===== src/rtl/ariane_pkg.sv =====
// Minimal frontend/branch-unit types shared by the branch predictor and its bench.
// Only the fields consumed by the predictor are carried in the resolve record.
package ariane_pkg;

  localparam int unsigned VLEN = 64;

  typedef enum logic [2:0] {
    NoCF,
    Branch,
    Jump,
    JumpR,
    Return
  } cf_t;

  typedef struct packed {
    logic            valid;
    logic [VLEN-1:0] pc;
    logic [VLEN-1:0] target_address;
    logic            is_taken;
    cf_t             cf_type;
  } bp_resolve_t;

endpackage


===== src/rtl/bht_btb_table.sv =====
// Direct-mapped branch history / target table: learns from resolved branches, answers
// registered-index lookups, and clears its valid bits sequentially on flush.
module bht_btb_table #(
  parameter int unsigned NR_ENTRIES = 64,
  parameter int unsigned TAG_BITS   = 8,
  parameter int unsigned VLEN       = ariane_pkg::VLEN
) (
  input  logic                    clk_i,
  input  logic                    rst_i,
  input  logic                    debug_mode_i,
  input  logic                    flush_i,
  input  ariane_pkg::bp_resolve_t resolved_branch_i,
  input  logic [VLEN-1:0]         vpc_i,
  output logic                    lookup_hit_o,
  output logic                    lookup_taken_o,
  output logic [VLEN-1:0]         lookup_target_o,
  output logic                    busy_o
);

  localparam int unsigned IDX = $clog2(NR_ENTRIES);
  localparam logic [IDX-1:0] LastIdx = IDX'(NR_ENTRIES - 1);

  typedef enum logic [0:0] {
    StIdle,
    StClear
  } state_e;

  state_e                state_q, state_d;
  logic [IDX-1:0]        cnt_q, cnt_d;
  logic [NR_ENTRIES-1:0] valid_q, valid_d;
  logic [VLEN-1:0]       vpc_q;

  // Payload storage is never reset; the valid bits alone qualify an entry.
  logic [TAG_BITS-1:0]   tag_q    [NR_ENTRIES];
  logic [1:0]            ctr_q    [NR_ENTRIES];
  logic [VLEN-1:0]       target_q [NR_ENTRIES];

  // Lookup path
  logic [IDX-1:0]      rd_idx;
  logic [TAG_BITS-1:0] rd_tag;
  logic                rd_hit;

  assign rd_idx = vpc_q[IDX:1];
  assign rd_tag = vpc_q[IDX+TAG_BITS:IDX+1];
  assign rd_hit = valid_q[rd_idx] && (tag_q[rd_idx] == rd_tag) && (state_q == StIdle);

  assign lookup_hit_o    = rd_hit;
  assign lookup_taken_o  = rd_hit && ctr_q[rd_idx][1];
  assign lookup_target_o = rd_hit ? target_q[rd_idx] : '0;
  assign busy_o          = (state_q == StClear);

  // Update path
  logic [IDX-1:0]      wr_idx;
  logic [TAG_BITS-1:0] wr_tag;
  logic                wr_hit;
  logic                upd_ok;
  logic                wr_en;
  logic                wr_tgt_en;
  logic [1:0]          wr_ctr;

  assign wr_idx = resolved_branch_i.pc[IDX:1];
  assign wr_tag = resolved_branch_i.pc[IDX+TAG_BITS:IDX+1];
  assign wr_hit = valid_q[wr_idx] && (tag_q[wr_idx] == wr_tag);
  // A flush in the same cycle takes priority over the update.
  assign upd_ok = resolved_branch_i.valid && !debug_mode_i && (state_q == StIdle) && !flush_i;

  always_comb begin
    wr_en     = 1'b0;
    wr_tgt_en = 1'b0;
    wr_ctr    = ctr_q[wr_idx];
    if (upd_ok) begin
      unique case (resolved_branch_i.cf_type)
        ariane_pkg::Branch: begin
          wr_en = 1'b1;
          if (wr_hit) begin
            if (resolved_branch_i.is_taken) begin
              wr_tgt_en = 1'b1;
              if (ctr_q[wr_idx] != 2'b11) wr_ctr = ctr_q[wr_idx] + 2'b01;
            end else if (ctr_q[wr_idx] != 2'b00) begin
              wr_ctr = ctr_q[wr_idx] - 2'b01;
            end
          end else begin
            wr_tgt_en = 1'b1;
            wr_ctr    = resolved_branch_i.is_taken ? 2'b10 : 2'b01;
          end
        end
        ariane_pkg::JumpR: begin
          wr_en     = 1'b1;
          wr_tgt_en = 1'b1;
          wr_ctr    = 2'b11;
        end
        default: ;
      endcase
    end
  end

  // Flush sequencer and valid-bit next state
  always_comb begin
    state_d = state_q;
    cnt_d   = cnt_q;
    valid_d = valid_q;
    unique case (state_q)
      StIdle: begin
        if (flush_i) begin
          state_d = StClear;
          cnt_d   = '0;
        end else if (wr_en) begin
          valid_d[wr_idx] = 1'b1;
        end
      end
      StClear: begin
        valid_d[cnt_q] = 1'b0;
        if (flush_i) begin
          cnt_d = '0;
        end else if (cnt_q == LastIdx) begin
          state_d = StIdle;
          cnt_d   = '0;
        end else begin
          cnt_d = cnt_q + IDX'(1);
        end
      end
      default: state_d = StIdle;
    endcase
  end

  always_ff @(posedge clk_i or posedge rst_i) begin
    if (rst_i) begin
      state_q <= StIdle;
      cnt_q   <= '0;
      valid_q <= '0;
      vpc_q   <= '0;
    end else begin
      state_q <= state_d;
      cnt_q   <= cnt_d;
      valid_q <= valid_d;
      vpc_q   <= vpc_i;
    end
  end

  always_ff @(posedge clk_i) begin
    if (wr_en) begin
      tag_q[wr_idx] <= wr_tag;
      ctr_q[wr_idx] <= wr_ctr;
      if (wr_tgt_en) target_q[wr_idx] <= resolved_branch_i.target_address;
    end
  end

  logic unused_pc_bits;
  assign unused_pc_bits = ^{resolved_branch_i.pc[VLEN-1:IDX+TAG_BITS+1], resolved_branch_i.pc[0],
                            vpc_q[VLEN-1:IDX+TAG_BITS+1], vpc_q[0]};

endmodule


===== config.mk =====
export PLATFORM = sky130hd
export DESIGN_NAME = bht_btb_table
export DESIGN_NICKNAME = d
export VERILOG_FILES = /design/src/rtl/ariane_pkg.sv /design/src/rtl/bht_btb_table.sv
export SDC_FILE = /design/constraint.sdc
export NUM_CORES = 2
export LEC_CHECK = 0
export ABC_AREA = 0
export CORE_UTILIZATION = 56
export DETAILED_ROUTE_END_ITERATION = 16
export HOLD_SLACK_MARGIN = 0.06
export PLACE_DENSITY = 0.81
export RECOVER_POWER = 100
export SETUP_SLACK_MARGIN = 0.15
export SYNTH_ARGS = -nofsm -noshare
export SYNTH_HDL_FRONTEND = slang
export SYNTH_MEMORY_MAX_BITS = 65536
export SYNTH_SLANG_ARGS = --single-unit

===== constraint.sdc =====
create_clock -name clk_i -period 6.5 [get_ports clk_i]
set_clock_uncertainty 0.05 [all_clocks]
set_input_delay 1.625 -clock clk_i [delete_from_list [all_inputs] [get_ports clk_i]]
set_output_delay 1.625 -clock clk_i [all_outputs]
set_load 0.005 [all_outputs]

==> summary.md <==
| Metric | Value |
|---|---|
| Post-detailed-placement half-perimeter wirelength | 323000 um |
| Sequential cell area fraction in the yosys report | 76.2% |
| Post-DRT Antenna Nets | 0 |
| Number of nets in the layout | 8935 |
| Post-detailed-routing wire length | 620000 um |
| CTS tree | built |
| Tcrit/Tclk final | 112% |
| Final non-filler cell area | 0.219 mm2 |
| Die span in x | 584 um |
| Std-Cell Core Area | 0.337 mm2 |
| Kind of start point of the critical path | input port |
| Post-route DRC violation count | 0 |
| Adder-cell area share of the yosys netlist | 0.00660% |
| Count of clock tree sinks | 4821 |
| Worst-skew pair later-pin latency | 1.00 ns |
| PnR Total Power | 64800 uW |
| Placement-stage cell area | 0.204 mm2 |
| Clock tree buffer depth | 4 |
| Number of synthesized flops with an enable pin | 4736 |
| Xor/xnor share of the synthesized area | 0.0693% |
| Critical path required time | 7.12 ns |
| Summed instance area of the synthesized netlist | 0.190 mm2 |
| Endpoints failing setup | 4226 |
| Setup repair after global routing missed its margin | true |
| First-pass iteration count of the detailed router | 9 |
| Highest clock rate | 137 MHz |
| Synthesized instance count | 7872 |
| CP Capture Type | flop |
| Share of Yosys cell area claimed by the top area cell type | 75.0% |
| Yosys warns | 0 |
| Number of placement rows | 213 |
| Number of library cell types mapped by synthesis | 82 |
| Commonest non-fill, non-tap cells in the layout | sky130_fd_sc_hd__edfxtp_1, sky130_fd_sc_hd__mux4_2, sky130_fd_sc_hd__clkbuf_16 |
| Max-cap violations | 79 |
| Total vias in the final route | 104426 |
| Global placement routability congestion | 0.972 |
| H-tree depth | 5 |
| PnR worst setup slack | -0.777 ns |
| Top cell type by total area after synthesis | sky130_fd_sc_hd__edfxtp_1 |
| Most common library cell in the layout ignoring fill and taps | sky130_fd_sc_hd__edfxtp_1 |
| Vertical extent of the die | 584 um |
| DP Worst Slack | 0.0163 ns |
| Relative area change from synthesis to final layout | 15.7% |
| Type of the tightest min-delay check | flop to flop |
| Antenna violations before repair | 49 |
| Share of cells above drive strength 1 | 33.5% |
| Global router's overall resource usage | 36.4% |
| Final hold vios | 0 |
| Slew headroom | -115% |
| Compound-cell area share of the yosys netlist | 1.46% |
| Total Die Area | 0.341 mm2 |
| Number of buffers inserted by hold repair at cts | 0 |
| Number of DRC markers in iteration 0 | 20352 |
| Top cells by area, synth | sky130_fd_sc_hd__edfxtp_1, sky130_fd_sc_hd__mux4_2, sky130_fd_sc_hd__dfrtp_1 |
| Status | complete, but fails checks |
| Violations in the final reports | capacitance limit, slew limit, setup timing |
| Minimum clock period | 7.28 ns |
| Peak ir drop on the vdd network | 0.266 mV |
| Power per cell area | 296 mW/mm2 |
| I/O pin count | 268 |
| Average wire length per cell after detail routing | 45.4 um |
| Synth Flop Type | sky130_fd_sc_hd__edfxtp_1 |
| Via count of the first global-routing pass | 103510 |
| Top fanout value on the critical path | 37 |
| Category of the most critical setup path | input port to flop |
| Synthesized-area fraction occupied by and/or/nand/nor cells | 1.35% |
| Input/output buffers | 167 |
| Global-route wire length before repair | 844000 um |
| Mux share of post-synthesis cell area | 19.8% |
| Arrival @ worst endpoint | 7.90 ns |
| Clock input transition at the sequential cells of the worst setup and hold paths | 0.07 ns |
| Number of nets in the synthesized netlist | 8074 |
| Worst-margin pin slew | 3.23 ns |
| Via count normalized by instance count | 7.64 |
| Clock tree root buffer cell | sky130_fd_sc_hd__clkbuf_16 |
| Total congestion overflow | 0 |
| Max-slew violation count | 4788 |
| Number of synthesized register bits | 4821 |
| Leakage power total | 0.0688 uW |
| Initial standard-cell utilization of the core | 56.3% |
| Cts bufs inserted | 449 |
| Combinational family with the most area after synthesis | multiplexers |
| Share of async-settable or async-resettable flops after synthesis | 1.76% |
| Average cell area after synthesis | 24.1 um2 |
| Hold slack | 0.465 ns |
| Pin count of the biggest net entering global routing | 145 |
worst max-delay path, cell delays in order:
cell and delay [ns]:
sky130_fd_sc_hd__clkbuf_2 1.02, sky130_fd_sc_hd__nor2_1 0.53, sky130_fd_sc_hd__clkbuf_1 0.42, sky130_fd_sc_hd__a221oi_1 0.41
sky130_fd_sc_hd__o22ai_1 0.14, sky130_fd_sc_hd__a211oi_1 0.60, sky130_fd_sc_hd__nand4_1 0.19, sky130_fd_sc_hd__xor2_1 0.20
sky130_fd_sc_hd__or4_1 0.62, sky130_fd_sc_hd__a2111oi_2 0.57, sky130_fd_sc_hd__buf_2 0.58, sky130_fd_sc_hd__buf_4 0.31
sky130_fd_sc_hd__nor3_4 0.20, sky130_fd_sc_hd__buf_12 0.33
synthesized netlist by cell type, types with 32 or more instances:
master / instances
sky130_fd_sc_hd__a221oi_1: 35
sky130_fd_sc_hd__a22oi_1: 92
sky130_fd_sc_hd__buf_1: 81
sky130_fd_sc_hd__buf_2: 55
sky130_fd_sc_hd__clkbuf_1: 303
sky130_fd_sc_hd__dfrtp_1: 85
sky130_fd_sc_hd__edfxtp_1: 4736
sky130_fd_sc_hd__mux2i_1: 104
sky130_fd_sc_hd__mux4_2: 1608
sky130_fd_sc_hd__nand2_1: 63
sky130_fd_sc_hd__nand3_1: 32
sky130_fd_sc_hd__nor2_1: 89
sky130_fd_sc_hd__nor2b_1: 76
sky130_fd_sc_hd__nor3_2: 60
sky130_fd_sc_hd__o21ai_0: 77
sky130_fd_sc_hd__o22a_1: 36
final timing paths:
path / start / slack, ns / depth (start not counted) / end
max: resolved_branch_i[69] / -0.78 / 14 / target_q[25][57]$_DFFE_PP_
min: valid_q[22]$_DFFE_PP0P_ / 0.46 / 1 / valid_q[22]$_DFFE_PP0P_
max reg2reg: tag_q[3][7]$_DFFE_PP_ / 1.32 / 12 / target_q[25][57]$_DFFE_PP_
min reg2reg: valid_q[22]$_DFFE_PP0P_ / 0.46 / 1 / valid_q[22]$_DFFE_PP0P_
max in group asynchronous: rst_i / 1.62 / 3 / valid_q[35]$_DFFE_PP0P_
min in group asynchronous: rst_i / 1.61 / 2 / vpc_q[14]$_DFF_PP0_
per-stage QoR:
| step | TNS (ns) | util [%] | instances |
|---|---|---|---|
| final | -2372.29 | 65.1 | 13663 |
| after global routing | -1481.53 | 65.1 | 13651 |
| after CTS | -27.37 | 65.2 | 13630 |
| after detailed placement | 0 | 60.6 | 12762 |
| after global placement | -0.174 | 60.6 | 12761 |
| after floorplan | -1533.26 | - | 7872 |
kinds of logic after synthesis:
logic type                 after synthesis
and+or+nand+nor                        424
AOI/OAI and AO/OA                      381
xor gates and xnor gates                15
buffers and inverters                  494
adders and majority gates                1
muxes                                 1736
DFF                                   4821
sequential cells by signal, indices dropped and copies added (netlist names):
name and flops:
busy_o 1, vpc_q 14, valid_q 64, target_q 4096
tag_q 512, cnt_q 6, ctr_q 128
power by group:
group | switching (uW) | internal, uW
combinational | 2010 | 1390
sequential | 29.7 | 34200
clock | 12300 | 14800
metal layers:
layer	GRT usage (%)	wire [um]
met5	0	184
met4	23.1	49000
met3	10.6	91900
met2	57.0	293000
met1	44.8	186000
final cells by class:
class	count	area [um2]
antenna	26	65.1
fill	19653	117000
multi-input combinational	2557	43600
tap	4515	5650
clock buffer	543	11800
clock inverter	297	2950
sequential	4821	144000
inverter	8	31.3
timing repair buffer	896	10800
timing repair:
action | in CTS | in global routing
endpoints found under the setup margin | 66 | 66
pin swaps | 1 | 0
hold endpoints to repair | 0 | 0
setup buffers | 12 | 6
resized for setup | 108 | 62
cloned | 16 | 0
Power figures use the tool's default switching activity.
